**config.mk**
```make
export PLATFORM = sky130hd
export DESIGN_NAME = lif_post_neuron
export DESIGN_NICKNAME = d
export VERILOG_FILES = /design/src/rtl/lif_post_neuron.sv
export SDC_FILE = /design/constraint.sdc
export NUM_CORES = 1
export LEC_CHECK = 0
export CORE_ASPECT_RATIO = 0.8
export CORE_MARGIN = 5
export CORE_UTILIZATION = 52
export CTS_CLUSTER_SIZE = 20
export DETAILED_ROUTE_END_ITERATION = 7
export GPL_ROUTABILITY_DRIVEN = 0
export GPL_TIMING_DRIVEN = 0
export PLACE_DENSITY = 0.81
export REMOVE_ABC_BUFFERS = 1
export SYNTH_ARGS = -nofsm -noshare
export SYNTH_HDL_FRONTEND = slang
export SYNTH_SLANG_ARGS = --single-unit
```
**constraint.sdc**
```tcl
create_clock -name clk -period 4.5 [get_ports clk]
set_input_delay 0.45 -clock clk [delete_from_list [all_inputs] [get_ports clk]]
set_output_delay 0.45 -clock clk [all_outputs]
set_load 0.02 [all_outputs]
```
**src/rtl/lif_post_neuron.sv**
```systemverilog
// Leaky integrate-and-fire postsynaptic neuron: sums the weights of the inputs that spike,
// leaks the membrane potential, fires on a threshold crossing, then stays refractory.
module lif_post_neuron #(
  parameter int unsigned NUM_PRE    = 4,
  parameter int unsigned W_WIDTH    = 4,
  parameter int unsigned V_WIDTH    = 8,
  parameter int unsigned THRESHOLD  = 32,
  parameter int unsigned LEAK_SHIFT = 3,
  parameter int unsigned REFRACT    = 4
) (
  input  logic                       clk,
  input  logic                       rst,
  input  logic                       en,
  input  logic [NUM_PRE-1:0]         pre_spike,
  input  logic [NUM_PRE*W_WIDTH-1:0] weight,
  output logic                       post_spike,
  output logic [V_WIDTH-1:0]         membrane,
  output logic                       refractory,
  output logic [7:0]                 spike_count
);

  localparam int unsigned SYN_W = W_WIDTH + $clog2(NUM_PRE);
  localparam int unsigned VW1   = V_WIDTH + 1;
  localparam int unsigned RC_W  = (REFRACT > 1) ? $clog2(REFRACT) : 1;
  localparam logic [RC_W-1:0] RC_INIT = RC_W'((REFRACT > 0) ? REFRACT - 1 : 0);

  typedef enum logic {ST_INTEGRATE, ST_REFRACTORY} state_t;

  state_t              state_q, state_d;
  logic [V_WIDTH-1:0]  mem_q, mem_d;
  logic                post_q, post_d;
  logic [7:0]          cnt_q, cnt_d;
  logic [RC_W-1:0]     rcnt_q, rcnt_d;

  logic [SYN_W-1:0]    syn;
  logic [VW1-1:0]      v_sum;
  logic [V_WIDTH-1:0]  v_next;

  // pre_spike[i] is paired with the i-th weight counted from the MSB end of the bus
  always_comb begin
    syn = '0;
    for (int unsigned i = 0; i < NUM_PRE; i++) begin
      if (pre_spike[i]) begin
        syn = syn + SYN_W'(weight[NUM_PRE*W_WIDTH-1-W_WIDTH*i -: W_WIDTH]);
      end
    end
  end

  always_comb begin
    v_sum  = {1'b0, mem_q} - {1'b0, (mem_q >> LEAK_SHIFT)} + VW1'(syn);
    v_next = v_sum[V_WIDTH] ? '1 : v_sum[V_WIDTH-1:0];
  end

  always_comb begin
    state_d = state_q;
    mem_d   = mem_q;
    post_d  = 1'b0;
    cnt_d   = cnt_q;
    rcnt_d  = rcnt_q;
    if (en) begin
      unique case (state_q)
        ST_INTEGRATE: begin
          if (v_next >= V_WIDTH'(THRESHOLD)) begin
            mem_d   = '0;
            post_d  = 1'b1;
            cnt_d   = (cnt_q == '1) ? cnt_q : cnt_q + 8'd1;
            state_d = (REFRACT == 0) ? ST_INTEGRATE : ST_REFRACTORY;
            rcnt_d  = RC_INIT;
          end else begin
            mem_d = v_next;
          end
        end
        ST_REFRACTORY: begin
          mem_d = '0;
          if (rcnt_q == '0) begin
            state_d = ST_INTEGRATE;
          end else begin
            rcnt_d = rcnt_q - 1'b1;
          end
        end
        default: state_d = ST_INTEGRATE;
      endcase
    end
  end

  always_ff @(posedge clk or posedge rst) begin
    if (rst) begin
      state_q <= ST_INTEGRATE;
      mem_q   <= '0;
      post_q  <= 1'b0;
      cnt_q   <= '0;
      rcnt_q  <= '0;
    end else begin
      state_q <= state_d;
      mem_q   <= mem_d;
      post_q  <= post_d;
      cnt_q   <= cnt_d;
      rcnt_q  <= rcnt_d;
    end
  end

  assign post_spike  = post_q;
  assign membrane    = mem_q;
  assign refractory  = (state_q == ST_REFRACTORY);
  assign spike_count = cnt_q;

endmodule

```
Yosys cells after proc, flatten, opt, wreduce, memory -nomap -nowiden
Cells that the tools add are included.
W data, S select, Z words.
- add/sub/neg operators: 7
- order comparisons: 1
- equal/unequal tests: 3
- muxes and demuxes: 15
- bitwise gates (word level): 2
- reductions and logical operators: 3
- operators by type and width (cell ; number):
    $add A6 B4 Y6 ; 3
    $mux W6 ; 3
    $mux W8 ; 2
    $pmux W8 S2 ; 1
    $add A9 B6 Y9 ; 1
    $sub A8 B5 Y9 ; 1
    $add A8 B1 Y8 const B ; 1
    $eq A8 B8 Y1 const B ; 1
    $ge A8 B6 Y1 const B ; 1
    $mux W1 ; 4
    $mux W2 ; 2
    $mux W4 ; 1
    $ne A2 B2 Y1 const B ; 2
    $pmux W2 S2 ; 1
    $reduce_and A4 Y1 ; 1
    $reduce_and A3 Y1 ; 1
    $logic_not A2 Y1 ; 1
    $not A1 Y1 ; 2
    $pmux W1 S2 ; 1
    $sub A2 B1 Y2 const B ; 1
- flip-flop bits (word level): 20
- output and inout bits: 18
- logic and storage cells: 36

Depth between registers and ports, before layout
- depth after elaboration: 13
- gate-level depth with buffers: 29

Worst setup path after synthesis
OpenSTA, ideal clock, no wires.
- path kind: input port to flip-flop
- start point: input port weight[12]
- end point: register cnt_q[1] (netlist: spike_count[1])
- setup time: 125 ps
- arrival time: 6030 ps
- data required time: 4375 ps
- setup slack: -1655 ps
- stages: 26
- cells stage by stage: and2_1 -> ha_1 -> inv_1 -> fa_1 -> mux2i_1 -> ha_1 -> a21o_1 -> a21o_1 -> xor2_1 -> mux2_2 -> ha_1 -> nor2b_1 -> o21a_1 -> mux2_2 -> nor2_1 -> o21ai_0 -> ha_1 -> inv_1 -> ha_1 -> a2111o_1 -> o22ai_2 -> xnor2_1 -> or4_1 -> buf_2 -> nand3_1 -> mux2_2
- word-level cells in the longest chain between the ends: 11
- ends and longest elaborated chain (what ; RTL line ; source):
    start: declaration ; 15 ; input logic [NUM_PRE*W_WIDTH-1:0] weight,
    $mux W4 * ; 43 ; if (pre_spike[i]) begin
    $add A6 B4 Y6 ; 44 ; syn = syn + SYN_W'(weight[NUM_PRE*W_WIDTH-1-W_WIDTH*i -: W_WIDTH]);
    $mux W6 * ; 43 ;
    $add A6 B4 Y6 ; 44 ;
    $mux W6 * ; 43 ;
    $add A6 B4 Y6 ; 44 ;
    $mux W6 * ; 43 ;
    $add A9 B6 Y9 * ; 50 ; v_sum = {1'b0, mem_q} - {1'b0, (mem_q >> LEAK_SHIFT)} + VW1'(syn);
    $mux W8 * ; 51 ; v_next = v_sum[V_WIDTH] ? '1 : v_sum[V_WIDTH-1:0];
    $ge A8 B6 Y1 * ; 63 ; if (v_next >= V_WIDTH'(THRESHOLD)) begin
    $reduce_and A4 Y1 (no line) * ; n/a ;
    end signal: assignment ; 97 ; cnt_q <= cnt_d;
    end: declaration ; 32 ; logic [7:0] cnt_q, cnt_d;
Mark *: on every way between the ends. The rest lies on a longest branch, timed or not.
A chain may end at the register's enable or synchronous reset.

Worst setup path in the final report
- start point: input port pre_spike[0]
- end point: register rcnt_q[0]
- word-level cells in the longest chain between the ends: 12
- ends and longest elaborated chain (what ; RTL line ; source):
    start: declaration ; 14 ; input logic [NUM_PRE-1:0] pre_spike,
    $mux W4 * ; 43 ;
    $add A6 B4 Y6 ; 44 ;
    $mux W6 * ; 43 ;
    $add A6 B4 Y6 ; 44 ;
    $mux W6 * ; 43 ;
    $add A6 B4 Y6 ; 44 ;
    $mux W6 * ; 43 ;
    $add A9 B6 Y9 * ; 50 ;
    $mux W8 * ; 51 ;
    $ge A8 B6 Y1 * ; 63 ;
    $ne A2 B2 Y1 (no line) * ; n/a ;
    $reduce_and A3 Y1 (no line) * ; n/a ;
    end signal: assignment ; 98 ; rcnt_q <= rcnt_d;
    end: declaration ; 33 ; logic [RC_W-1:0] rcnt_q, rcnt_d;
Marks and branches as above.

==> impl_metrics.env <==
export IMPL_result_of_the_run="finished with violations"
export IMPL_failed_checks="setup timing"
export IMPL_cts_reportedPaths_clkPinSlew_ns=0.08
export IMPL_synthToLayoutAreaGrowth_pct=45.6
export IMPL_commonest_cells_in_the_synthesized_netlist="sky130_fd_sc_hd__inv_1, sky130_fd_sc_hd__ha_1, sky130_fd_sc_hd__dfrtp_1, sky130_fd_sc_hd__nor2_1"
export IMPL_drt_pre_antenna_iters=4
export IMPL_placementRows=20
export IMPL_dominantRegCellSynth="sky130_fd_sc_hd__dfrtp_1"
export IMPL_grt_ovfl_total=0
export IMPL_ctsLongestPathBuffers=2
export IMPL_timing_slew_headroom_pct=49.3
export IMPL_timing_max_transition_violations_final=0
export IMPL_grt_max_degree=21
export IMPL_total_power_mw=1.56
export IMPL_n_antenna_cell=0
export IMPL_post_cts_hold_fix_bufs=0
export IMPL_clock_tree_root_cell="sky130_fd_sc_hd__clkbuf_8"
export IMPL_hold_crit_endpoint="spike_count[7]"
export IMPL_number_of_global_route_vias_before_repair=1826
export IMPL_p_leak_nw=1.26
export IMPL_synth_largest_area_cell="sky130_fd_sc_hd__dfrtp_1"
export IMPL_clock_sinks=20
export IMPL_via_per_inst=5.49
export IMPL_synthesis_yosys_warnings=0
export IMPL_synth_seq_cells=20
export IMPL_htree_num_levels=1
export IMPL_cp_data_required_time_ns=4.65
export IMPL_period_needed_ns=5.86
export IMPL_worstReg2RegStart="membrane[4]"
export IMPL_cts_tree="done"
export IMPL_maxCapViolations=0
export IMPL_synth_cell_type_count=40
export IMPL_design_core_area_um2=3780
export IMPL_wl_per_cell_um=16.6
export IMPL_hold_path_class="flop to flop"
export IMPL_timing_final_ws_setup_ns=-1.36
export IMPL_yosysTopAreaCellShare_pct=24.8
export IMPL_post_detailed_route_drc_marker_count=0
export IMPL_timing_hold_worst_path_depth=1
export IMPL_detailroute_via_count=1833
export IMPL_drt_wl_total_um=5530
export IMPL_antenna_violating_nets_post_route=0
export IMPL_pwr_density_cell_nw_per_um2=529
export IMPL_clock_insertion_delay_worst_skew_ns=0.26
export IMPL_final_min_period_over_clock_period_pct=130
export IMPL_dp_hpwl_um=3370
export IMPL_synth_area_per_cell_um2=9.22
export IMPL_synthMostInstantiatedCell="sky130_fd_sc_hd__inv_1"
export IMPL_clock_skew_final_ns=0.00594
export IMPL_grt_total_usage_pct=20.6
export IMPL_initial_standard_cell_utilization_of_the_core_pct=53.4
export IMPL_numPortBuffers=40
export IMPL_floorplan_io_pins=41
export IMPL_inserted_clock_buffers=3
export IMPL_drt_initial_drc_count=151
export IMPL_setup_worst_path_start_class="primary input"
export IMPL_rsz0062_at_grt="true"
export IMPL_worst_slew_pin_slew_ns=0.760
export IMPL_ys_async_sr_fraction_pct=100
export IMPL_hold_path_startpoint="spike_count[7]"
export IMPL_path_max_fanout=6
export IMPL_width_of_the_chip_um=79.7
export IMPL_die_outline_height_um=65.7
export IMPL_final_hold_viol_count=0
export IMPL_post_synth_inst_count=219
export IMPL_drive_above_1_share_pct=29.0
export IMPL_place_worst_setup_slack_ns=-2.71
export IMPL_endpoint_kind="flop"
export IMPL_max_vdd_ir_drop_mv=0.397
export IMPL_r2r_slack_ns=1.02
export IMPL_synth_edff_count=0
export IMPL_finalSetupViolations=17
export IMPL_achievable_frequency_ghz=0.171
export IMPL_reg2reg_depth=12
export IMPL_critPathKind="primary input to flop"
export IMPL_worstReg2RegEnd="rcnt_q[0]"
export IMPL_final_nets=334
export IMPL_ys_seq_area_share_pct=24.8
export IMPL_grt_pass1_wl_um=8590
export IMPL_post_synth_instance_area_um2=2020
export IMPL_synth_area_leaders="sky130_fd_sc_hd__dfrtp_1, sky130_fd_sc_hd__ha_1, sky130_fd_sc_hd__fa_1, sky130_fd_sc_hd__xnor2_1, sky130_fd_sc_hd__inv_1"
export IMPL_initial_antenna_violation_count=0
export IMPL_worstPathArrival_ns=6.00
export IMPL_die_area_um2=5230
[state kept, by name, summed over array words and instances, names as in the netlist]
signal and count:
membrane 8, refractory 1, post_spike 1, rcnt_q 2, spike_count 8
[layout make-up]
cell class / instances / area (µm²)
clock buffers: 4 / 55.1
multi-input cells: 169 / 1660
fillers: 223 / 840
flip-flops and latches: 20 / 500
repair buffers: 60 / 558
inverters: 26 / 97.6
well taps: 55 / 68.8
[per-layer routing]
layer / global-route usage [%] / vias to the layer above / share of wire (%)
met5: 0 / - / 0
met4: 4.94 / 0 / 2.4
met3: 2.47 / 14 / 3.7
met2: 33.6 / 56 / 48
met1: 29.1 / 881 / 45
li1: - / 882 / -
[kinds of logic (layout without fill, tap and decap cells)]
kind of cell,Yosys count,after routing,share of synthesized area [%]
AO/OA/AOI/OAI,52,52,18.8
adder cells (fa/ha/maj),33,33,23.2
AND/OR/NAND/NOR,57,57,14.8
multiplexers,10,10,5.39
buffers and inverters,30,90,5.64
flip-flops,20,20,24.8
XOR/XNOR,17,17,7.38
[through the flow]
step / utilization [%] / cells / area, µm² / hold slack, ns / setup TNS, ns
4_1_cts: 75.3 / 329 / 2840 / 0.503 / -19.81
3_3_place_gp: 65.4 / 310 / 2470 / 0.489 / -41.19
3_5_place_dp: 65.4 / 310 / 2470 / 0.495 / -42.82
2_1_floorplan: - / 215 / 2000 / 0.414 / -25.77
5_1_grt: 77.8 / 334 / 2940 / 0.532 / -24.33
6_report: 77.8 / 334 / 2940 / 0.502 / -21.31
[critical path: stages]
cell	delay (ns)
sky130_fd_sc_hd__buf_8	0.10
sky130_fd_sc_hd__and2_4	0.16
sky130_fd_sc_hd__ha_4	0.16
sky130_fd_sc_hd__inv_2	0.05
sky130_fd_sc_hd__fa_2	0.44
sky130_fd_sc_hd__mux2i_4	0.19
sky130_fd_sc_hd__buf_6	0.13
sky130_fd_sc_hd__fa_2	0.42
sky130_fd_sc_hd__mux2_4	0.30
sky130_fd_sc_hd__fa_2	0.39
sky130_fd_sc_hd__a21oi_4	0.16
sky130_fd_sc_hd__nor2b_4	0.05
sky130_fd_sc_hd__o21ai_2	0.14
sky130_fd_sc_hd__xor2_1	0.19
sky130_fd_sc_hd__xnor2_1	0.10
sky130_fd_sc_hd__fa_1	0.52
sky130_fd_sc_hd__inv_2	0.05
sky130_fd_sc_hd__ha_4	0.28
sky130_fd_sc_hd__buf_6	0.09
sky130_fd_sc_hd__o211ai_1	0.10
sky130_fd_sc_hd__a21oi_2	0.21
sky130_fd_sc_hd__o22ai_2	0.14
sky130_fd_sc_hd__xnor2_2	0.16
sky130_fd_sc_hd__or4_4	0.55
sky130_fd_sc_hd__buf_6	0.15
sky130_fd_sc_hd__o21a_1	0.18
sky130_fd_sc_hd__a2bb2oi_1	0.13
[what timing repair did]
item / in CTS / in global routing
setup endpoints to repair: 17 / 17
gates resized for setup: 60 / 13
pin swaps: 36 / 20
endpoints found under the hold margin: 0 / 0
buffers inserted: 16 / 5
[worst max path at each step]
stage | from | end | slack, ns
after global routing | weight[13] | rcnt_q[1] | -1.53
after detailed placement | pre_spike[0] | spike_count[1] | -2.71
after floorplan | weight[12] | spike_count[1] | -1.71
after global placement | pre_spike[0] | spike_count[1] | -2.62
after CTS | pre_spike[0] | rcnt_q[0] | -1.28
final | pre_spike[0] | rcnt_q[0] | -1.36
[power breakdown]
part	total, mW	switching, mW	internal (mW)
clock network	0.138	0.0605	0.0780
registers	0.275	0.0512	0.224
logic	1.14	0.556	0.586
total	1.56	0.668	0.888
[placed cells by master (no fill, tap or decap), drive strengths merged, types with 2 or more instances in the layout]
| cell type | count |
|---|---|
| buf | 22 |
| nand2 | 7 |
| o21ai | 10 |
| a31oi | 2 |
| dfrtp | 20 |
| nand3 | 10 |
| mux2 | 7 |
| ha | 23 |
| inv | 26 |
| dlygate4sd2 | 3 |
| xor2 | 4 |
| fa | 8 |
| nand2b | 5 |
| o22ai | 6 |
| a2bb2oi | 2 |
| and3 | 2 |
| o21a | 5 |
| nor2 | 14 |
| a21oi | 13 |
| nor3 | 2 |
| clkdlybuf4s50 | 34 |
| and2 | 4 |
| xnor2 | 13 |
| maj3 | 2 |
| nor2b | 7 |
| a21o | 7 |
| clkbuf | 4 |
| a211oi | 3 |
| mux2i | 3 |
Note: power is estimated with default switching activity, not from simulation.
